[src/rtl/vram_arbiter.sv]
// VRAM access scheduler: one VDP access per slot, refresh when due, aux port in idle time.
// Every grant copies its request into command registers so a new slot can queue behind a running access.
module vram_arbiter #(
    parameter int REFRESH_INTERVAL = 840,
    parameter int ADDR_W           = 21
) (
    input  logic              clk,
    input  logic              reset_n,
    input  logic              vdp_dlclk,
    input  logic              vdp_dhclk,
    input  logic              vdp_we_n,
    input  logic [16:0]       vdp_addr,
    input  logic [7:0]        vdp_wdata,
    output logic [15:0]       vdp_rdata,
    input  logic              aux_req,
    input  logic              aux_we,
    input  logic [16:0]       aux_addr,
    input  logic [7:0]        aux_wdata,
    output logic [7:0]        aux_rdata,
    output logic              aux_ack,
    output logic              mc_read,
    output logic              mc_write,
    output logic              mc_refresh,
    output logic [ADDR_W-1:0] mc_addr,
    output logic [15:0]       mc_din,
    output logic [1:0]        mc_wdm,
    input  logic [15:0]       mc_dout,
    input  logic              mc_busy,
    output logic              vdp_overrun
);

    // Waiting for busy to rise is handled inside ST_ISSUE, so no separate wait-for-accept state exists.
    localparam logic [1:0] ST_IDLE      = 2'd0;
    localparam logic [1:0] ST_ISSUE     = 2'd1;
    localparam logic [1:0] ST_WAIT_DONE = 2'd2;

    localparam logic [1:0] OWN_VDP = 2'd0;
    localparam logic [1:0] OWN_REF = 2'd1;
    localparam logic [1:0] OWN_AUX = 2'd2;

    localparam int CNT_MAX = 2 * REFRESH_INTERVAL;
    localparam int CNT_W   = $clog2(CNT_MAX + 1);
    localparam logic [CNT_W-1:0] CNT_SAT = CNT_W'(CNT_MAX);
    localparam logic [CNT_W-1:0] CNT_DUE = CNT_W'(REFRESH_INTERVAL);
    localparam logic [CNT_W-1:0] CNT_URG = CNT_W'(CNT_MAX - 1);

    logic [1:0]       state_q, state_d;
    logic [1:0]       owner_q, owner_d;
    logic             cmd_we_q, cmd_we_d;
    logic [16:0]      cmd_addr_q, cmd_addr_d;
    logic [7:0]       cmd_wdata_q, cmd_wdata_d;
    logic             phase_hi_q, phase_hi_d;
    logic             slot_start_q, slot_start_d;
    logic             vdp_pend_q, vdp_pend_d;
    logic             pend_we_n_q, pend_we_n_d;
    logic [16:0]      pend_addr_q, pend_addr_d;
    logic [7:0]       pend_wdata_q, pend_wdata_d;
    logic [CNT_W-1:0] ref_cnt_q, ref_cnt_d;
    logic [15:0]      vdp_rdata_q, vdp_rdata_d;
    logic [7:0]       aux_rdata_q, aux_rdata_d;
    logic             aux_ack_q, aux_ack_d;
    logic             overrun_q, overrun_d;

    logic        phase_both, phase_none;
    logic        ref_due, ref_urgent;
    logic        vdp_inflight, vdp_want;
    logic        src_we_n;
    logic [16:0] src_addr;
    logic [7:0]  src_wdata;
    logic        issuing, cmd_go;

    always_comb begin
        phase_both   = vdp_dlclk & vdp_dhclk;
        phase_none   = ~vdp_dlclk & ~vdp_dhclk;
        ref_due      = (ref_cnt_q >= CNT_DUE);
        ref_urgent   = (ref_cnt_q >= CNT_URG);
        vdp_inflight = (state_q != ST_IDLE) && (owner_q == OWN_VDP);
        vdp_want     = vdp_pend_q | slot_start_q;
        // A slot arriving this cycle is granted straight from the port, bypassing the pending copy.
        src_we_n     = slot_start_q ? vdp_we_n  : pend_we_n_q;
        src_addr     = slot_start_q ? vdp_addr  : pend_addr_q;
        src_wdata    = slot_start_q ? vdp_wdata : pend_wdata_q;

        state_d      = state_q;
        owner_d      = owner_q;
        cmd_we_d     = cmd_we_q;
        cmd_addr_d   = cmd_addr_q;
        cmd_wdata_d  = cmd_wdata_q;
        phase_hi_d   = phase_both;
        slot_start_d = phase_both & ~phase_hi_q;
        vdp_pend_d   = vdp_pend_q;
        pend_we_n_d  = pend_we_n_q;
        pend_addr_d  = pend_addr_q;
        pend_wdata_d = pend_wdata_q;
        ref_cnt_d    = (ref_cnt_q == CNT_SAT) ? ref_cnt_q : ref_cnt_q + CNT_W'(1);
        vdp_rdata_d  = vdp_rdata_q;
        aux_rdata_d  = aux_rdata_q;
        aux_ack_d    = 1'b0;
        overrun_d    = overrun_q;

        if (slot_start_q) begin
            vdp_pend_d   = 1'b1;
            pend_we_n_d  = vdp_we_n;
            pend_addr_d  = vdp_addr;
            pend_wdata_d = vdp_wdata;
            if (vdp_pend_q || vdp_inflight) begin
                overrun_d = 1'b1;
            end
        end

        case (state_q)
            ST_IDLE: begin
                if (!mc_busy) begin
                    if (vdp_want) begin
                        state_d     = ST_ISSUE;
                        owner_d     = OWN_VDP;
                        cmd_we_d    = ~src_we_n;
                        cmd_addr_d  = src_addr;
                        cmd_wdata_d = src_wdata;
                        vdp_pend_d  = 1'b0;
                    end else if ((ref_due && phase_none) || (ref_urgent && !phase_both)) begin
                        state_d     = ST_ISSUE;
                        owner_d     = OWN_REF;
                        cmd_we_d    = 1'b0;
                        cmd_addr_d  = '0;
                        cmd_wdata_d = '0;
                        ref_cnt_d   = '0;
                    end else if (aux_req && !phase_both && !ref_urgent && !aux_ack_q) begin
                        state_d     = ST_ISSUE;
                        owner_d     = OWN_AUX;
                        cmd_we_d    = aux_we;
                        cmd_addr_d  = aux_addr;
                        cmd_wdata_d = aux_wdata;
                    end
                end
            end
            ST_ISSUE: begin
                if (mc_busy) begin
                    state_d = ST_WAIT_DONE;
                end
            end
            ST_WAIT_DONE: begin
                if (!mc_busy) begin
                    state_d = ST_IDLE;
                    if (owner_q == OWN_VDP && !cmd_we_q) begin
                        vdp_rdata_d = mc_dout;
                    end
                    if (owner_q == OWN_AUX) begin
                        aux_ack_d = 1'b1;
                        if (!cmd_we_q) begin
                            aux_rdata_d = cmd_addr_q[16] ? mc_dout[15:8] : mc_dout[7:0];
                        end
                    end
                end
            end
            default: begin
                state_d = ST_IDLE;
            end
        endcase
    end

    always_ff @(posedge clk or negedge reset_n) begin
        if (!reset_n) begin
            state_q      <= ST_IDLE;
            owner_q      <= OWN_VDP;
            cmd_we_q     <= 1'b0;
            cmd_addr_q   <= '0;
            cmd_wdata_q  <= '0;
            phase_hi_q   <= 1'b0;
            slot_start_q <= 1'b0;
            vdp_pend_q   <= 1'b0;
            pend_we_n_q  <= 1'b0;
            pend_addr_q  <= '0;
            pend_wdata_q <= '0;
            ref_cnt_q    <= '0;
            vdp_rdata_q  <= '0;
            aux_rdata_q  <= '0;
            aux_ack_q    <= 1'b0;
            overrun_q    <= 1'b0;
        end else begin
            state_q      <= state_d;
            owner_q      <= owner_d;
            cmd_we_q     <= cmd_we_d;
            cmd_addr_q   <= cmd_addr_d;
            cmd_wdata_q  <= cmd_wdata_d;
            phase_hi_q   <= phase_hi_d;
            slot_start_q <= slot_start_d;
            vdp_pend_q   <= vdp_pend_d;
            pend_we_n_q  <= pend_we_n_d;
            pend_addr_q  <= pend_addr_d;
            pend_wdata_q <= pend_wdata_d;
            ref_cnt_q    <= ref_cnt_d;
            vdp_rdata_q  <= vdp_rdata_d;
            aux_rdata_q  <= aux_rdata_d;
            aux_ack_q    <= aux_ack_d;
            overrun_q    <= overrun_d;
        end
    end

    // Commands fall combinationally once busy is seen, so they never overlap the controller's access.
    assign issuing     = (state_q == ST_ISSUE);
    assign cmd_go      = issuing & ~mc_busy;
    assign mc_read     = cmd_go & (owner_q != OWN_REF) & ~cmd_we_q;
    assign mc_write    = cmd_go & (owner_q != OWN_REF) & cmd_we_q;
    assign mc_refresh  = cmd_go & (owner_q == OWN_REF);
    assign mc_addr     = issuing ? ADDR_W'(cmd_addr_q[15:0]) : '0;
    assign mc_din      = issuing ? {cmd_wdata_q, cmd_wdata_q} : 16'h0000;
    assign mc_wdm      = issuing ? {~cmd_addr_q[16], cmd_addr_q[16]} : 2'b00;
    assign vdp_rdata   = vdp_rdata_q;
    assign aux_rdata   = aux_rdata_q;
    assign aux_ack     = aux_ack_q;
    assign vdp_overrun = overrun_q;

endmodule

[config.mk]
export PLATFORM = sky130hd
export DESIGN_NAME = vram_arbiter
export DESIGN_NICKNAME = d
export VERILOG_FILES = /design/src/rtl/vram_arbiter.sv
export SDC_FILE = /design/constraint.sdc
export NUM_CORES = 1
export LEC_CHECK = 0
export CORE_MARGIN = 2
export CORE_UTILIZATION = 25
export CTS_CLUSTER_DIAMETER = 40
export CTS_CLUSTER_SIZE = 40
export DETAILED_ROUTE_END_ITERATION = 12
export GPL_ROUTABILITY_DRIVEN = 1
export GPL_TIMING_DRIVEN = 0
export SETUP_SLACK_MARGIN = 0.15
export SYNTH_ARGS = -nofsm -noshare
export SYNTH_HDL_FRONTEND = slang
export SYNTH_SLANG_ARGS = --single-unit
[constraint.sdc]
create_clock -name clk -period 2.7 [get_ports clk]
set_input_delay 0.54 -clock clk [delete_from_list [all_inputs] [get_ports clk]]
set_output_delay 0.54 -clock clk [all_outputs]
set_load 0.005 [all_outputs]
==> impl_metrics.tcl <==
set metrics [dict create \
    status "finished, final reports clean" \
    critPathKind "flip-flop to output port" \
    synth_top_cell_by_area "dfrtp_1" \
    firstDrtPassIters 4 \
    grt_pass1_vias 3690 \
    antenna_left 0 \
    ys.flop_type "dfrtp_1" \
    synthCells 391 \
    grt_pass1_wl_um 20600 \
    r2r-start "ref_cnt_q[0]$_DFF_PN0_" \
    rsz0062_at_grt "yes" \
    start_util_pct 25.5 \
    yosysMostFrequentCell "dfrtp_1" \
    synthTopCellsByArea "dfrtp_1, mux2_2, a2bb2oi_2" \
    pre_cts_slack_ns -0.505 \
    tritoncts "yes" \
    hold_viol_final 0 \
    wl_per_cell_um 16.6 \
    fp.dieW_um 139 \
    place.gp.congestion 0.796 \
    cts.path.max_buffers 2 \
    timing.fmax_mhz 402 \
    io_buffers 136 \
    die-area_sq_um 19500 \
    cp_max_fo 7 \
    start_kind "flip-flop" \
    finalSetupTns_ns 0 \
    h-tree-depth 3 \
    io_pins 142 \
    worst_setup_path_end_kind "output port" \
    drv_cap 0 \
    fin_worst_skew_ns 0.00769 \
    period_minus_slack_ns 2.49 \
    r2r_setup_slack_ns 0.31 \
    hold_class "input port to async pin" \
    slew_headroom_pct 52.7 \
    drt_wl_total_um 13000 \
    peakVddDrop_mv 0.353 \
    grt_usage_pct 13.5 \
    fp.coreArea_sq_um 18000 \
    ys_top_cells_by_count "dfrtp_1, mux2_2, o21ai_0" \
    dp_hpwl_um 9430 \
    root_buffer "clkbuf_16" \
    via_count 3528 \
    syn_avg_cell_area_sq_um 11.7 \
    setup_viol_count_final 0 \
    ys_ff_latch 96 \
    arrival_ns 1.95 \
    finalMaxSlewViolations 0 \
    post-route-period-util_pct 92.2 \
    die_h_um 139 \
    async_flop_share_pct 100 \
    r2r-end "cmd_addr_q[16]$_DFFE_PN0P_" \
    drive_above_1_share_pct 21.9 \
    final_cell_count_no_fill 782 \
    leakagePower_nw 2.73 \
    grt_max_degree 54 \
    tightest_slew_ns 0.710 \
    final_nets 624 \
    synth_top_area_share_pct 52.4 \
    n_fill_cell 1767 \
    syn-cell-area_sq_um 4590 \
    hold_ws_ns 0.205 \
    power_density_nw_per_um2 892 \
    area_growth_pct 45.5 \
    numCtsBuffers 9 \
    gr-total-overflow 0 \
    diodes 0 \
    worstSkewPairLatency_ns 0.34 \
    dp.cells 761 \
    setup_slack_ns 0.209 \
    fin_util_pct 37.2 \
    ys_types 47 \
    yosysSeqAreaShare_pct 52.4 \
    rows 49 \
    clkTransAtPathRegs_ns 0.07 \
    vias_per_cell 4.51 \
    clock-sinks 96 \
    reg2regPathDepth 8 \
    drt-initial-drc-count 125 \
    route.detailed.drc 0 \
    cp.required_ns 2.16 \
    antenna_found_initial 0 \
    ys_warn_count 0 \
    synth_edf_count 0 \
]
-- area by class of cell --
| cell class | instances | area [sq um] | share of cell area [%] |
|---|---|---|---|
| Sequential cell | 96 | 2400 | 36.0 |
| Buffer | 36 | 244 | 3.66 |
| Clock inverter | 6 | 45.0 | 0.675 |
| Clock buffer | 10 | 229 | 3.43 |
| Multi-Input combinational cell | 256 | 2010 | 30.2 |
| Tap cell | 229 | 287 | 4.29 |
| Inverter | 7 | 26.3 | 0.394 |
| Timing Repair Buffer | 142 | 1430 | 21.4 |
-- cell families (layout without fill, tap and decap cells) --
| logic type | after synthesis | after routing | synth area share (%) |
|---|---|---|---|
| compound gates | 97 | 97 | 16.6 |
| flops | 96 | 96 | 52.4 |
| simple gates | 91 | 91 | 10.7 |
| mux | 51 | 51 | 12.3 |
| buf+inv | 43 | 201 | 5.54 |
| xor+xnor | 10 | 10 | 1.91 |
| fa+ha+maj | 2 | 2 | 0.545 |
| other cells | 1 | 5 | 0.0817 |
-- metrics by stage --
stage,area [sq um],total power [W]
2_1_floorplan,4600,0.00361
3_3_place_gp,6250,0.00463
3_5_place_dp,6280,0.00471
4_1_cts,6660,0.00603
5_1_grt,6670,0.00635
6_report,6670,0.00595
-- cell usage in the layout, fill, tap and decap left out, types with 4 or more instances in the layout --
master	instances
a21oi_1	25
a2bb2oi_1	6
a2bb2oi_2	19
and2_1	26
buf_2	4
buf_4	20
clkbuf_1	10
clkbuf_16	9
clkdlybuf4s50_1	133
conb_1	5
dfrtp_1	95
inv_1	6
mux2_2	42
mux2i_1	9
nand2_1	13
nand3_1	5
nor2_1	20
o21ai_0	33
xnor2_1	5
xor2_1	5
-- repair_timing --
item / in CTS / in global routing
setup buffers: 4 / 1
endpoints found under the setup margin: 75 / 50
hold buffers: 0 / 0
endpoints found under the hold margin: 0 / 0
gates resized for setup: 17 / 11
pin swaps: 2 / 1
-- metal layers --
layer | share of wire, % | GRT usage [%]
met2 | 50 | 22.8
met1 | 43 | 17.2
met5 | 0 | 0
met4 | 1.4 | 4.73
met3 | 5.3 | 2.86
-- power breakdown --
group / switching [W] / total [W] / internal [W]
clock network: 0.000573 / 0.00120 / 0.000629
registers: 0.000372 / 0.00232 / 0.00195
logic: 0.000998 / 0.00243 / 0.00143
total: 0.00194 / 0.00595 / 0.00401
-- registers in the layout, indices dropped and copies added (netlist names) --
register      cells
pend_addr_q      17
vdp_pend_q        1
cmd_wdata_q       8
aux_rdata         8
ref_cnt_q        11
vdp_overrun       1
phase_hi_q        1
pend_wdata_q      8
aux_ack           1
slot_start_q      1
pend_we_n_q       1
vdp_rdata        16
state_q           2
cmd_addr_q       17
owner_q           2
cmd_we_q          1
-- worst max-delay path by stage --
stage                            from                         end  slack [ns]  cells after the start
3_5_place_dp                vdp_dhclk  cmd_wdata_q[2]$_DFFE_PN0P_       -0.51                      7
3_3_place_gp                  reset_n    vdp_rdata[4]$_DFFE_PN0P_       -2.52                      1
6_report       state_q[1]$_DFFE_PN0P_                    mc_write        0.21                      3
5_1_grt        state_q[1]$_DFFE_PN0P_                    mc_write        0.14                      3
4_1_cts        state_q[0]$_DFFE_PN0P_                  mc_din[14]        0.16                      6
2_1_floorplan               vdp_dhclk      owner_q[0]$_DFFE_PN0P_        0.55                      6
-- critical path: stages, from the launching register on --
cell and delay (ns):
dfrtp_2 0.45, nand2b_2 0.29, nor4_4 0.30, clkdlybuf4s50_1 0.57
(Power assumes the default switching activity.)
